**src/rtl/counter_updown_limit.sv**
```systemverilog
// Up/down counter over the range 0..i_limit with wrap or saturate at the
// boundaries, load-over-count priority and a registered terminal-count pulse.
module counter_updown_limit #(
   parameter int width    = 8,
   parameter bit saturate = 1'b0
) (
   input  logic             clk,
   input  logic             rst_n,
   input  logic             i_set_en,
   input  logic             i_count_en,
   input  logic             i_down,
   input  logic [width-1:0] i_data,
   input  logic [width-1:0] i_limit,
   output logic [width-1:0] number,
   output logic             o_tc,
   output logic             o_at_limit,
   output logic             o_at_zero
);

   localparam logic [width-1:0] l_one = width'(1);

   logic [width-1:0] r_number;
   logic             r_tc;
   logic [width-1:0] w_next_number;
   logic             w_next_tc;
   logic             w_up_bound;
   logic             w_dn_bound;

   // Boundary tests come before the step, so the +/-1 can never overflow.
   assign w_up_bound = (r_number >= i_limit);
   assign w_dn_bound = (r_number == '0);

   always_comb begin
      w_next_number = r_number;
      w_next_tc     = 1'b0;
      if (i_set_en) begin
         w_next_number = i_data;
      end else if (i_count_en) begin
         if (!i_down) begin
            if (w_up_bound) begin
               w_next_tc     = 1'b1;
               w_next_number = saturate ? r_number : '0;
            end else begin
               w_next_number = r_number + l_one;
            end
         end else begin
            if (w_dn_bound) begin
               w_next_tc     = 1'b1;
               w_next_number = saturate ? '0 : i_limit;
            end else begin
               w_next_number = r_number - l_one;
            end
         end
      end
   end

   always_ff @(posedge clk or negedge rst_n) begin
      if (!rst_n) begin
         r_number <= '0;
         r_tc     <= 1'b0;
      end else begin
         r_number <= w_next_number;
         r_tc     <= w_next_tc;
      end
   end

   // Flags track the live i_limit and are intentionally left unregistered.
   assign number     = r_number;
   assign o_tc       = r_tc;
   assign o_at_limit = w_up_bound;
   assign o_at_zero  = w_dn_bound;

endmodule

```
**config.mk**
```make
export PLATFORM = sky130hd
export DESIGN_NAME = counter_updown_limit
export DESIGN_NICKNAME = d
export VERILOG_FILES = /design/src/rtl/counter_updown_limit.sv
export SDC_FILE = /design/constraint.sdc
export NUM_CORES = 1
export LEC_CHECK = 0
export CAP_MARGIN = 20
export CORE_MARGIN = 3
export CORE_UTILIZATION = 40
export DETAILED_ROUTE_END_ITERATION = 10
export PLACE_DENSITY = 0.83
export SLEW_MARGIN = 10
export SYNTH_ARGS = -nofsm -noshare
export SYNTH_HDL_FRONTEND = slang
export SYNTH_SLANG_ARGS = --single-unit
export TNS_END_PERCENT = 50
```
**constraint.sdc**
```tcl
create_clock -name clk -period 2.03 [get_ports clk]
set_input_delay 0.3045 -clock clk [delete_from_list [all_inputs] [get_ports clk]]
set_output_delay 0.3045 -clock clk [all_outputs]
set_load 0.05 [all_outputs]
```
* Word level (Yosys, flattened, before mapping)
Cells that the tools add are included.
Cells by class: $add $sub $neg 2, magnitude comparators 1, mux-type cells 10, reductions and logical operators 2
Operators with widths (count):
- $mux 8 | 5
- $add 8x1->8 const B | 1
- $ge 8x8->1 | 1
- $logic_not 8->1 | 1
- $sub 8x1->8 const B | 1
- $mux 1 | 5
- $reduce_bool 2->1 | 1
Storage, ports and cells: bits in registers 9, output and inout port bits 11

* Logic depth before layout (Yosys ltp)
Gate-level depths: netlist of run 1.
word-level depth 5, gate-level depth with buffers 9, mapped depth without buffers 7

* Worst setup path after synthesis of run 1
OpenSTA, ideal clock, no wires.
kind reg2reg, start register r_number[0], in the netlist number[0], end register r_number[4], in the netlist number[4], arrival time 3.343 ns, required time 1.906 ns, slack -1.437 ns, stages on the path, launching flop included 9, cell sequence dfrtp_1 buf_2 inv_1 ha_1 nand2b_1 a21oi_1 o31ai_1 nor3_1 o31a_1
Between the ends: word-level cells in the longest chain between the ends 5, elaborated cells on any way between the ends 9
Ends and longest elaborated chain:
- from (decl) | line 22 | logic [width-1:0] r_number;
- from (signal assigned) | line 62 | r_number <= w_next_number;
- $ge 8x8->1 | line 30 | assign w_up_bound = (r_number >= i_limit);
- via o_at_limit | line 16 | output logic o_at_limit,
- $mux 8 | line 40 | if (w_up_bound) begin
- $mux 8 | line 39 | if (!i_down) begin
- $mux 8 | line 38 | end else if (i_count_en) begin
- $mux 8 | line 36 | if (i_set_en) begin
The timed path passes the listed nets, and every way through them passes these cells. The select of a mux whose other input is x is not followed. A chain may end at the register's enable or synchronous reset.

* Worst setup path in the final report of run 1
start register r_number[3], in the netlist number[3], end register r_number[5], in the netlist number[5]
Between the ends: word-level cells in the longest chain between the ends 5, elaborated cells on any way between the ends 9
Ends and longest elaborated chain:
- $add 8x1->8 (tied with other cells) | line 44 | w_next_number = r_number + l_one;
- $mux 8, on equally long branches | line 40, 47
- $mux 8 (*) | line 39
- $mux 8 (*) | line 38
- $mux 8 (*) | line 36
Mark *: on every way between the ends. The rest lies on a longest branch, timed or not. The select of a mux whose other input is x is not followed.

==> results of run 1 <==
-- power groups by stage --
| stage | Clock, uW | Sequential, uW | Combinational (uW) |
|---|---|---|---|
| 2_1_floorplan | 0 | 301 | 268 |
| 3_3_place_gp | 0 | 231 | 540 |
| 3_5_place_dp | 0 | 233 | 565 |
| 4_1_cts | 148 | 228 | 605 |
| 5_1_grt | 161 | 232 | 712 |
| 6_report | 154 | 231 | 672 |
-- final cells by class --
class,instances,area [um2]
fillers,156,558
flip-flops and latches,9,235
clock buffers,4,26.3
well taps,28,35.0
repair buffers,68,614
inverters,11,47.5
multi-input cells,108,845
-- worst paths after layout --
kind                                  startpoint               endpoint  cells past startpoint
max                        number[3]$_DFFE_PN0P_  number[5]$_DFFE_PN0P_                      8
min                                        rst_n  number[5]$_DFFE_PN0P_                      1
max reg2reg                number[3]$_DFFE_PN0P_  number[5]$_DFFE_PN0P_                      8
min reg2reg                number[7]$_DFFE_PN0P_  number[7]$_DFFE_PN0P_                      4
max in group asynchronous                  rst_n  number[1]$_DFFE_PN0P_                      1
min in group clk                      i_limit[3]  number[3]$_DFFE_PN0P_                      3
-- critical path: cells and delay by family (launching register included) --
kind,cells,cell delay (ns)
and+or+nand+nor,3,0.94
DFF,1,0.45
AOI/OAI and AO/OA,2,0.39
buffers and inverters,3,0.43
-- routing by layer --
metal  part of all wire (%)  global-route usage, %  wire, um  vias up
met4                    6.3                   16.9       293        0
li1                       -                      -         -      619
met5                      0                      0         0        -
met1                     35                   29.4      1630      640
met3                     10                   7.47       477       32
met2                     48                   48.0      2220      115
-- synth_stat cells (all sizes together) (4+ instances only) --
| master | instances | area share (%) |
|---|---|---|
| a21oi | 11 | 5.2 |
| a31oi | 7 | 4.2 |
| buf | 5 | 3.4 |
| clkbuf | 6 | 3.1 |
| dfrtp | 9 | 21 |
| ha | 11 | 13 |
| inv | 11 | 3.9 |
| nand2 | 7 | 2.5 |
| nand3 | 5 | 2.4 |
| nor2 | 16 | 5.7 |
| o211ai | 6 | 4.3 |
| or3 | 9 | 5.8 |
| xnor2 | 4 | 3.3 |
| xor2 | 4 | 3.3 |
-- through the flow --
step / setup WS (ns) / power, uW
3_3_place_gp: -0.373 / 771
6_report: -0.265 / 1060
4_1_cts: -0.238 / 981
5_1_grt: -0.282 / 1110
3_5_place_dp: -0.472 / 798
2_1_floorplan: -0.213 / 569
-- cells by family (layout without fill, tap and decap cells) --
logic type | Yosys count | after routing | share of synthesized area, %
compound gates | 35 | 35 | 21.0
xor+xnor | 8 | 8 | 6.65
fa+ha+maj | 11 | 11 | 13.1
buf+inv | 22 | 83 | 10.5
flops | 9 | 9 | 21.4
mux | 1 | 1 | 0.950
simple gates | 53 | 53 | 26.5
-- flip-flops by register name (all words and copies together) (netlist names) --
register and cells:
number 8, o_tc 1
-- timing repair --
item / 4_1_cts / 5_1_grt
resized for setup: 14 / 10
buffers inserted: 7 / 6
pin swaps: 11 / 10
endpoints found under the setup margin: 11 / 11
hold endpoints to repair: 0 / 0
==> results.md, run 1 <==
* Syn. warnings at 0
* Most used DFF post-synth: dfrtp_1
* Num CTS Buffers at 3
* Port bufs at 31
* Most used cell, CP: buf_6
* Yosys cell types at 36
* Final Skew at 0.00507 ns
* Synth async-reset ratio at 100%
* Tcrit/Tclk final at 113%
* Initial antenna violation count at 0
* Max-Cap Viols at 0
* Power per Cell Area at 587 nW/um2
* Slew Viols, Final at 0
* Via count at 1406
* Crit path largest cell delay at 0.45 ns
* Mapped Cells at 139
* HPWL after detailed placement at 2850 um
* Sw Pwr at 463 uW
* GRT Util Overall at 27.6%
* Synthesis-stage register bit count at 9
* H-tree Lvls at 1
* Setup TNS at -2.06 ns
* Synthesized cell area at 1050 um2
* Die Span Y at 57.3 um
* Via/cell ratio at 6.17
* Placement Rows at 17
* Worst skew pair latency at 0.28 ns
* CP arrival at 2.48 ns
* Die ar. at 3290 um2
* Critical Path Sink Type: flip-flop
* Clock share of power at 14.6%
* DRC violations left at 0
* P_leak at 0.000770 uW
* P_int at 594 uW
* CP cell instances: buf_6 -> or4_4 -> or3_4 -> buf_6 -> buf_4 -> nand3_1 -> o211ai_1 -> a31oi_1
* Placed cell area at 1610 um2
* Pin count of the biggest net entering global routing at 19
* Outcome: complete, but fails checks
* Post-layout min period at 2.30 ns
* Initial Util at 44.6%
* CTS tree: built
* Initial DRT Pass Iterations at 4
* Failing checks: negative setup slack
* Root Buffer: clkbuf_4
* Crit Path Class: flip-flop to flip-flop
* Core area at 2360 um2
* Synth-to-layout area growth at 71.1%
* RD Place Congestion at 0.872
* Hold Path Class: input pin to asynchronous set/reset pin
* Final std cells w/o fill at 228
* Final Util at 76.4%
* Syn Area/Cell at 7.58 um2
* Critical Path Fanout Max at 5
* Slew @ Worst Pin at 0.695 ns
* Total gr overflow at 0
* Antenna Nets Post-Route at 0
* Final setup viols at 11
* Clock transition at the registers of the reported paths at 0.07 ns
* Final net count at 233
* Required @ worst endpoint at 2.22 ns
* Max_slew headroom at 53.5%
* PnR worst setup slack at -0.265 ns
* Worst hold slack at 0.334 ns
* Register-to-register setup slack at -0.27 ns
* Final instance area at 1800 um2
* Worst VDD drop at 0.000404 V
* Ratio of cells with drive above 1 in the final layout at 38.5%
* Seq/Total Area, Yosys at 21.4%
* Commonest cells after routing, fill and taps aside: buf_4, clkdlybuf4s50_1, nor2_1
* Number of global-route vias before repair at 1479
* I/O pin count at 32
* First-pass GRT wire length at 7020 um
* Fmax at 436 MHz
* Post-Place Cells at 211
* Syn nets at 171
* Sequential power share at 21.8%
* Iter 0 DRT Violations at 78
* Die X at 57.3 um
* CTS hold repair buffers at 0
* Longest Clk Path Bufs at 2
* Most common cell after layout, fill and taps aside: buf_4
* Diode count at 0
* Drt wl/cell at 20.2 um
* Final wirelength at 4620 um
* Net Sw Frac at 43.8%
* Post-synth EDFFs at 0
* RSZ-0062 raised after global routing: yes
* Comb power frac at 63.6%
* CTS sink count at 9
* Crit path max-delay cell type: dfrtp_2
* Startpoint types: flip-flop
* Final Hold Fails at 0
No activity file was read; power rests on OpenSTA's default activity.
==> inputs of run 2 (changes only) <==
clock period = 2 ns   (was 2.03 ns; I/O delays follow)
==> run 2 against run 1 <==
The run still ends with negative setup slack left. Critical path depth shrank 2. Global-route usage shrank 1.8 points. Worst hold slack lost 0.0063 ns. Sequential power grew 3%. Via count shrank 7.0%. First-iteration DRC count grew 42%. Clock skew shrank 0.0011 ns. Non-clock buffer count shrank 9.
==> results.md, run 2 (synthesis gave the netlist of run 1 again) <==
* P_leak at 0.000740 uW (was 0.000770 uW)
* Core area at 2360 um2 (unchanged)
* Port bufs at 31 (unchanged)
* Placed cell area at 1590 um2 (was 1610 um2)
* First-pass GRT wire length at 6600 um (was 7020 um)
* Crit Reg-Reg Endpoint: number[5]$_DFFE_PN0P_ (unchanged)
* R2R cell count at 7 (was 8)
* Final setup viols at 10 (was 11)
* Net Sw Frac at 43.0% (was 43.8%)
* Setup TNS at -1.55 ns (was -2.06 ns)
* Sw Pwr at 447 uW (was 463 uW)
* Required @ worst endpoint at 1.70 ns (was 2.22 ns)
* Max reg flops at 8 (unchanged)
* Critical Path Sink Type: output port (was flip-flop)
* Iter 0 DRT Violations at 111 (was 78)
* Via/cell ratio at 5.97 (was 6.17)
* Via count at 1308 (was 1406)
* Synth-to-layout area growth at 65.8% (was 71.1%)
* Comb power frac at 63.6% (about the same)
* Clock share of power at 13.5% (was 14.6%)
* CTS tree: built (unchanged)
* Ratio of cells with drive above 1 in the final layout at 33.5% (was 38.5%)
* Final std cells w/o fill at 219 (was 228)
* Die Span Y at 57.3 um (unchanged)
* Placement Rows at 17 (unchanged)
* Longest Clk Path Bufs at 2 (unchanged)
* CTS sink count at 9 (unchanged)
* I/O pin count at 32 (unchanged)
* Register-to-register setup slack at -0.20 ns (was -0.27 ns)
* Diode count at 0 (unchanged)
* Worst skew pair latency at 0.27 ns (was 0.28 ns)
* Crit Path Class: flip-flop to output port (was flip-flop to flip-flop)
* Startpoint types: flip-flop (unchanged)
* DRC violations left at 0 (unchanged)
* Pin count of the biggest net entering global routing at 19 (unchanged)
* P_int at 593 uW (was 594 uW)
* RR Startpoint: number[3]$_DFFE_PN0P_ (unchanged)
* RSZ-0062 raised after global routing: yes (unchanged)
* H-tree Lvls at 1 (unchanged)
* Max_slew headroom at 51.0% (was 53.5%)
* Failing checks: negative setup slack (unchanged)
* CTS hold repair buffers at 0 (unchanged)
* Root Buffer: clkbuf_4 (unchanged)
* GRT Util Overall at 25.8% (was 27.6%)
* Total gr overflow at 0 (unchanged)
* CP arrival at 1.95 ns (was 2.48 ns)
* Worst VDD drop at 0.000367 V (was 0.000404 V)
* Outcome: complete, but fails checks (unchanged)
* Die ar. at 3290 um2 (unchanged)
* Critical Path Fanout Max at 4 (was 5)
* Antenna Nets Post-Route at 0 (unchanged)
* Final wirelength at 4010 um (was 4620 um)
* Commonest cells after routing, fill and taps aside: buf_4, clkdlybuf4s50_1, nor2_1 (unchanged)
* Sequential power share at 22.9% (was 21.8%)
* Initial DRT Pass Iterations at 5 (was 4)
* Num CTS Buffers at 3 (unchanged)
* PnR worst setup slack at -0.248 ns (was -0.265 ns)
* Final Hold Fails at 0 (unchanged)
* Number of global-route vias before repair at 1340 (was 1479)
* Power per Cell Area at 596 nW/um2 (was 587 nW/um2)
* Slew @ Worst Pin at 0.733 ns (was 0.695 ns)
* RD Place Congestion at 0.890 (was 0.872)
* Initial antenna violation count at 0 (unchanged)
* Max-Cap Viols at 0 (unchanged)
* Drt wl/cell at 18.3 um (was 20.2 um)
* Final net count at 224 (was 233)
* Tcrit/Tclk final at 112%
* Slew Viols, Final at 0 (unchanged)
* Most common cell after layout, fill and taps aside: buf_4 (unchanged)
* Die X at 57.3 um (unchanged)
* Final Skew at 0.00394 ns (was 0.00507 ns)
* Final Util at 74.0% (was 76.4%)
* Initial Util at 44.6% (unchanged)
* Fmax at 445 MHz
* Final instance area at 1750 um2 (was 1800 um2)
* Hold Path Class: input pin to asynchronous set/reset pin (unchanged)
* Place WS at -0.507 ns (was -0.472 ns)
* HPWL after detailed placement at 2770 um (was 2850 um)
* Post-Place Cells at 207 (was 211)
* Clock transition at the registers of the reported paths at 0.06 ns (was 0.07 ns)
* Post-layout min period at 2.25 ns
run 2: changes by cell type in the layout (fill, tap and decap cells not counted), moves of 2 or more:
| cell | previous run | this run |
|---|---|---|
| buf_6 | 4 | 1 |
| buf_4 | 34 | 27 |
| nand2_2 | 2 | 0 |
| ha_2 | 3 | 0 |
| nand2_1 | 5 | 7 |
| ha_1 | 5 | 7 |
run 2: worst max path at each step:
stage	end	start	slack [ns]
2_1_floorplan	number[4]$_DFFE_PN0P_	number[0]$_DFFE_PN0P_	-0.24
3_3_place_gp	number[1]$_DFFE_PN0P_	i_limit[3]	-0.39
5_1_grt	o_at_limit	number[2]$_DFFE_PN0P_	-0.29
6_report	o_at_limit	number[3]$_DFFE_PN0P_	-0.25
4_1_cts	o_at_limit	number[4]$_DFFE_PN0P_	-0.23
3_5_place_dp	number[5]$_DFFE_PN0P_	i_limit[3]	-0.51
run 2: critical path: stages (launching register included):
cell,delay (ns)
dfrtp_2,0.46
ha_4,0.19
or4_4,0.53
a21oi_4,0.15
o31ai_4,0.08
buf_6,0.14
buf_12,0.14
run 2: layer usage:
| layer | vias up | share of wire [%] | global-route usage [%] | routed length [um] |
|---|---|---|---|---|
| li1 | 603 | - | - | - |
| met1 | 594 | 37 | 32.2 | 1490 |
| met2 | 89 | 50 | 46.8 | 1990 |
| met3 | 22 | 8.2 | 3.62 | 328 |
| met4 | 0 | 5.0 | 5.63 | 201 |
| met5 | - | 0 | 0 | 0 |
run 2: area by class of cell:
type | instances | area [um2]
Multi-Input combinational cell | 108 | 855
Fill cell | 171 | 614
Timing Repair Buffer | 59 | 548
Sequential cell | 9 | 235
Inverter | 11 | 47.5
Tap cell | 28 | 35.0
Clock buffer | 4 | 26.3
run 2: through the flow:
step / total power [uW] / hold WS (ns)
3_5_place_dp: 798 / 0.617
6_report: 1040 / 0.328
2_1_floorplan: 578 / 0.00441
5_1_grt: 1090 / 0.341
4_1_cts: 989 / 0.338
3_3_place_gp: 772 / 0.614
run 2: power groups by stage:
stage	Combinational [uW]	Clock (uW)	Sequential (uW)
2_1_floorplan	272	0	306
3_3_place_gp	533	0	239
3_5_place_dp	555	0	243
4_1_cts	614	139	236
5_1_grt	703	150	240
6_report	662	141	238
run 2: what timing repair did:
action                     CTS  global route
setup buffers                8             0
setup endpoints to repair   11            11
pin swaps                    9             5
hold endpoints to repair     0             0
resized for setup           13             7
